### src/rtl/accum_job_scheduler.sv
// Two-requester round-robin scheduler for a shared adder/register accumulator.
// Each accepted job computes opA * cnt (mod 2^W) by repeated addition and
// reports completion with a one-cycle done pulse tagged with the requester id.

// Ripple-free behavioural W-bit adder with carry in/out.
module Adder #(
   parameter int unsigned W = 8
) (
   input  logic [W-1:0] A,
   input  logic [W-1:0] B,
   input  logic         Cin,
   output logic [W-1:0] S,
   output logic         Cout
);

   localparam int unsigned SW = W + 1;

   // Full-width sum; the top bit is the carry out.
   assign {Cout, S} = SW'(A) + SW'(B) + SW'(Cin);

endmodule

// W-bit register with load enable and synchronous clear.
module Register #(
   parameter int unsigned W = 8
) (
   input  logic         clk,
   input  logic         rst,
   input  logic         en,
   input  logic         clear,
   input  logic [W-1:0] d,
   output logic [W-1:0] q
);

   // Clear takes precedence over load whenever the register is enabled.
   always_ff @(posedge clk) begin
      if (rst) begin
         q <= '0;
      end else if (en) begin
         q <= clear ? '0 : d;
      end
   end

endmodule

module accum_job_scheduler #(
   parameter int unsigned W  = 8,
   parameter int unsigned CW = 4
) (
   input  logic          clock,
   input  logic          reset,
   input  logic [1:0]    req,
   input  logic [W-1:0]  opA0,
   input  logic [CW-1:0] cnt0,
   input  logic [W-1:0]  opA1,
   input  logic [CW-1:0] cnt1,
   output logic [1:0]    grant,
   output logic          busy,
   output logic          done,
   output logic          doneId,
   output logic [W-1:0]  result
);

   typedef enum logic [1:0] {
      IDLE = 2'd0,
      ADD  = 2'd1,
      DONE = 2'd2
   } state_t;

   state_t        state;
   logic          ptr;
   logic [W-1:0]  opa_q;
   logic [CW-1:0] rem_q;
   logic          id_q;

   logic          winner;
   logic          accept;
   logic [W-1:0]  sel_opa;
   logic [CW-1:0] sel_cnt;

   logic [W-1:0]  acc;
   logic [W-1:0]  sum;
   logic          add_cout;
   logic          acc_en;
   logic          acc_clear;
   logic          unused_cout;

   // Round-robin pick: the pointer's requester wins if asking, else the other.
   always_comb begin
      winner = ptr;
      if (!req[ptr]) begin
         winner = ~ptr;
      end
   end

   // Grant only in IDLE and never while reset is being applied.
   always_comb begin
      grant = 2'b00;
      if (!reset && (state == IDLE) && (req != 2'b00)) begin
         grant[winner] = 1'b1;
      end
   end

   assign accept  = |grant;
   assign sel_opa = winner ? opA1 : opA0;
   assign sel_cnt = winner ? cnt1 : cnt0;

   // Accumulator control: zero on accept (and on reset), add every ADD cycle.
   assign acc_en    = accept | (state == ADD) | reset;
   assign acc_clear = accept | reset;

   Adder #(.W(W)) u_adder (
      .A    (acc),
      .B    (opa_q),
      .Cin  (1'b0),
      .S    (sum),
      .Cout (add_cout)
   );

   Register #(.W(W)) u_acc (
      .clk   (clock),
      .rst   (1'b0),
      .en    (acc_en),
      .clear (acc_clear),
      .d     (sum),
      .q     (acc)
   );

   // Carry is dropped: the accumulator wraps modulo 2^W.
   assign unused_cout = add_cout;

   assign result = acc;

   // Job sequencer: latch winner's job, count down the adds, pulse done once.
   always_ff @(posedge clock) begin
      if (reset) begin
         state  <= IDLE;
         ptr    <= 1'b0;
         busy   <= 1'b0;
         done   <= 1'b0;
         doneId <= 1'b0;
         opa_q  <= '0;
         rem_q  <= '0;
         id_q   <= 1'b0;
      end else begin
         done <= 1'b0;
         case (state)
            IDLE: begin
               if (accept) begin
                  opa_q <= sel_opa;
                  rem_q <= sel_cnt;
                  id_q  <= winner;
                  ptr   <= ~winner;
                  busy  <= 1'b1;
                  if (sel_cnt != '0) begin
                     state <= ADD;
                  end else begin
                     state  <= DONE;
                     done   <= 1'b1;
                     doneId <= winner;
                  end
               end
            end
            ADD: begin
               rem_q <= rem_q - CW'(1);
               if (rem_q == CW'(1)) begin
                  state  <= DONE;
                  done   <= 1'b1;
                  doneId <= id_q;
               end
            end
            DONE: begin
               state <= IDLE;
               busy  <= 1'b0;
            end
            default: begin
               state <= IDLE;
               busy  <= 1'b0;
            end
         endcase
      end
   end

endmodule
### config.mk
export PLATFORM = sky130hd
export DESIGN_NAME = accum_job_scheduler
export DESIGN_NICKNAME = d
export VERILOG_FILES = /design/src/rtl/accum_job_scheduler.sv
export SDC_FILE = /design/constraint.sdc
export NUM_CORES = 1
export LEC_CHECK = 0
export CAP_MARGIN = 20
export CORE_MARGIN = 8
export CORE_UTILIZATION = 50
export CTS_BUF_LIST = sky130_fd_sc_hd__clkbuf_4
export DETAILED_ROUTE_END_ITERATION = 16
export PLACE_DENSITY = 0.82
export SKIP_LAST_GASP = 1
export SLEW_MARGIN = 40
export SYNTH_ARGS = -nofsm -noshare
export SYNTH_HDL_FRONTEND = slang
export SYNTH_SLANG_ARGS = --single-unit
### constraint.sdc
create_clock -name clock -period 2.6 [get_ports clock]
set_clock_uncertainty 0.15 [all_clocks]
set_input_delay 0.52 -clock clock [delete_from_list [all_inputs] [get_ports clock]]
set_output_delay 0.52 -clock clock [all_outputs]
set_load 0.02 [all_outputs]
==> key figures <==
Status
  • Status: finished clean

Worst setup path
  • Worst r2r dst: u_acc.q[6]
  • Max stage delay cell, worst path: sky130_fd_sc_hd__clkdlybuf4s50_1
  • Worst reg2reg path depth: 7
  • Data required time of the worst path: 1.93 ns
  • Largest driver fanout on the critical path: 3
  • Type of origin of the critical path: input pin
  • Worst path cell trace: clkdlybuf4s50_1 -> o21bai_2 -> or3_1 -> a21oi_1 -> buf_2
  • Slack of the worst reg-to-reg path: 0.27 ns
  • Start of the worst register-to-register path: u_acc.q[0]
  • CP top delay family: buffers and inverters
  • Critical Path AT: 1.84 ns
  • Class of the most critical setup path: input pin to output port
  • Largest stage delay on the critical path: 0.50 ns
  • Critical path buffer and inverter count: 2
  • Critical path endpoint category: output port

Pwr
  • Overall power: 1.11 mW
  • Part of the power in the clock network: 16.1%
  • Peak supply drop: 292 uV
  • Leakage: 0.866 nW
  • Int Power: 748 uW
  • Part of the total power dissipated in sequential elements: 47.4%
  • Logic pwr share: 36.5%
  • Switching part of the total power: 32.7%
  • Power density cells: 544 mW/mm^2
  • Psw: 363 uW

Route
  • Initial DRC count: 71
  • Detailed-route vias per instance: 5.62
  • TritonRoute pass-1 iters: 4
  • Post-detailed-route DRC marker count: 0
  • Via total after detailed routing: 1376
  • Antenna violation net count after detailed routing: 0
  • Routed length per instance: 15.6 um
  • Total routed wirelength: 3830 um

Timing
  • Minimum period implied by the final worst setup slack: 2.51 ns
  • Final hold violations: 0
  • Hold slack: 0.309 ns
  • Worst slew slack as a fraction of its limit: 70.1%
  • Setup repair after global routing missed its margin: false
  • Slew at the pin with the worst max-slew slack: 0.448 ns
  • Final worst setup slack: 0.0862 ns
  • Final period utilization: 96.7%
  • Final number of max-transition violations: 0
  • Final number of setup-violating endpoints: 0
  • Max Freq: 398 MHz

Yosys
  • Synth cell types: 42
  • Most area-consuming cells after synthesis: sky130_fd_sc_hd__dfxtp_1 25%, sky130_fd_sc_hd__edfxtp_1 16%, sky130_fd_sc_hd__ha_1 7.4%, sky130_fd_sc_hd__nor2_1 6.1%, sky130_fd_sc_hd__a311oi_1 5.2%
  • Synth Area per Inst: 9.33 sq um
  • Instance count of the mapped netlist: 164
  • Sequential-to-total area share from yosys stat: 40.6%
  • Top flip-flop cell by instance count after synthesis: sky130_fd_sc_hd__dfxtp_1
  • Cell type contributing the most total cell area after synthesis: sky130_fd_sc_hd__dfxtp_1
  • Async set-reset flop share out of synthesis: 0%
  • Area share of the largest cell type after synthesis: 24.9%
  • Flip-flop and latch count after synthesis: 27
  • Synthesized netlist net count: 202
  • Synthesis Warnings: 0
  • Count of flip-flops with a built-in enable after synthesis: 8
  • Synth Cell Area: 0.00153 sq mm

Floorplan
  • Height of the chip: 71.3 um
  • Top-level port count: 41
  • Number of rows in the core area: 20
  • Core box area: 0.00298 sq mm
  • Initial cell density of the core: 51.4%
  • Area of the die: 0.00509 sq mm
  • Die width: 71.3 um

Clock tree
  • Clock latency on the worst-skew pair: 0.32 ns
  • # clock sinks: 27
  • Clock-pin slew reported for the worst setup and hold paths after clock tree synthesis: 0.14 ns
  • Clock Path Buffers: 2
  • Clock Root Buffer: sky130_fd_sc_hd__clkbuf_4
  • CTS tree: done
  • Number of buffers added by the clock tree synthesis step: 3
  • H-tree depth reported by CTS: 1

Layout
  • Antenna cells: 0
  • Number of fill cells in the layout: 235
  • Count of non-filler cells in the finished layout: 245
  • Most frequent cells in the layout: 38 x sky130_fd_sc_hd__clkdlybuf4s50_1, 25 x sky130_fd_sc_hd__nor2_1, 19 x sky130_fd_sc_hd__dfxtp_1
  • Ratio of cells with drive above 1 in the final layout: 13.2%
  • Leading cell type in the layout, fill and taps excluded: sky130_fd_sc_hd__clkdlybuf4s50_1
  • NumNets Final: 251
  • Sequential cell area: 621 sq um
  • Syn-to-layout area delta: 33.5%
  • Area of the multi-input gates: 866 sq um

Worst hold path
  • Hold-critical path endpoint: busy
  • Hold Path Class: flop to flop
  • Origin of the worst min-delay path: busy
  • Number of instances on the worst hold path: 2

Global route
  • Number of antenna violations at the first check in global routing: 0
  • Number of global-route vias before repair: 1414
  • Global-route wire length before repair: 6490 um
  • Maximum number of pins on one net before global-route repair: 22
  • GR Util All Layers: 15.5%
  • Congestion Overflow GR: 0

Placed design
  • Final GP Congestion: 0.889
  • Placed insts: 241
  • DP Worst Slack: -0.389 ns
  • Count of port buffers added during placement: 40
  • Estimated wirelength of the detail-placed design: 3120 um

Job
  • Number of maximum-capacitance constraint violations: 0
-- cells by family (layout without fill, tap and decap cells) --
| family | Yosys count | count (layout) | synth area share (%) |
|---|---|---|---|
| buffers and inverters | 10 | 58 | 2.86 |
| XOR/XNOR | 7 | 7 | 4.01 |
| AND/OR/NAND/NOR | 70 | 70 | 22.5 |
| multiplexers | 5 | 5 | 3.92 |
| adder cells (fa/ha/maj) | 10 | 10 | 8.67 |
| flip-flops | 27 | 27 | 40.6 |
| AO/OA/AOI/OAI | 35 | 35 | 17.5 |
-- layer usage --
metal	up-vias	track usage [%]	part of all wire, %
li1	688	-	-
met1	648	17.8	43
met2	38	28.1	52
met3	2	3.21	5.3
met4	0	3.93	0.63
met5	-	0	0
-- power by group through the flow --
stage | Combinational, mW | Sequential (mW) | Clock, mW
final | 0.406 | 0.527 | 0.179
after global routing | 0.446 | 0.534 | 0.203
after CTS | 0.408 | 0.527 | 0.186
after detailed placement | 0.409 | 0.537 | 0
after global placement | 0.395 | 0.533 | 0
after floorplan | 0.224 | 0.558 | 0
-- flip-flops by register name, summed over array words and instances, names as in the netlist --
signal,count
done,1
rem_q,4
doneId,1
u_acc.q,8
busy,1
ptr,1
opa_q,8
state,2
id_q,1
-- worst max path at each step --
stage	startpoint	endpoint	slack (ns)	depth (start not counted)
after floorplan	u_acc.q[0]	u_acc.q[6]	0.33	7
after global placement	req[1]	grant[0]	-0.32	5
after detailed placement	req[1]	grant[0]	-0.39	5
after CTS	req[1]	grant[0]	0.06	5
after global routing	req[1]	grant[0]	0.006	5
final	req[1]	grant[0]	0.09	5
-- synth_stat cells, types with 4 or more instances --
cell type	count
sky130_fd_sc_hd__a21o_1	4
sky130_fd_sc_hd__xnor2_1	4
sky130_fd_sc_hd__clkbuf_1	4
sky130_fd_sc_hd__dfxtp_1	19
sky130_fd_sc_hd__nand3_1	10
sky130_fd_sc_hd__edfxtp_1	8
sky130_fd_sc_hd__nor3_1	4
sky130_fd_sc_hd__nand2_1	17
sky130_fd_sc_hd__nor2_1	25
sky130_fd_sc_hd__a311oi_1	9
sky130_fd_sc_hd__ha_1	9
sky130_fd_sc_hd__a21oi_1	8
-- worst reg2reg max path: stages (launching register included) --
cell	delay [ns]
sky130_fd_sc_hd__edfxtp_1	0.42
sky130_fd_sc_hd__ha_1	0.24
sky130_fd_sc_hd__fa_1	0.43
sky130_fd_sc_hd__a211oi_1	0.32
sky130_fd_sc_hd__o21bai_1	0.15
sky130_fd_sc_hd__a21oi_1	0.20
sky130_fd_sc_hd__xor2_1	0.16
sky130_fd_sc_hd__nor2_1	0.05
-- cell type report --
class / count / share of cell area [%]
clock buffers: 3 / 1.10
clock inverters: 1 / 0.245
inverters: 2 / 0.367
multi-input cells: 127 / 42.4
flip-flops and latches: 27 / 30.4
well taps: 33 / 2.02
repair buffers: 52 / 23.5
-- stage by stage --
stage | cell area, sq um | util [%] | TNS [ns]
3_3_place_gp | 2030 | 68.0 | -0.604
2_1_floorplan | 1530 | - | 0
4_1_cts | 2040 | 68.6 | 0
3_5_place_dp | 2030 | 68.0 | -0.771
6_report | 2040 | 68.6 | 0
5_1_grt | 2040 | 68.6 | 0
-- repair_timing --
item	in CTS	in global routing
resized for setup	8	0
hold buffers	0	0
setup endpoints to repair	2	0
buffers inserted	0	0
Note: power is estimated with default switching activity, not from simulation.
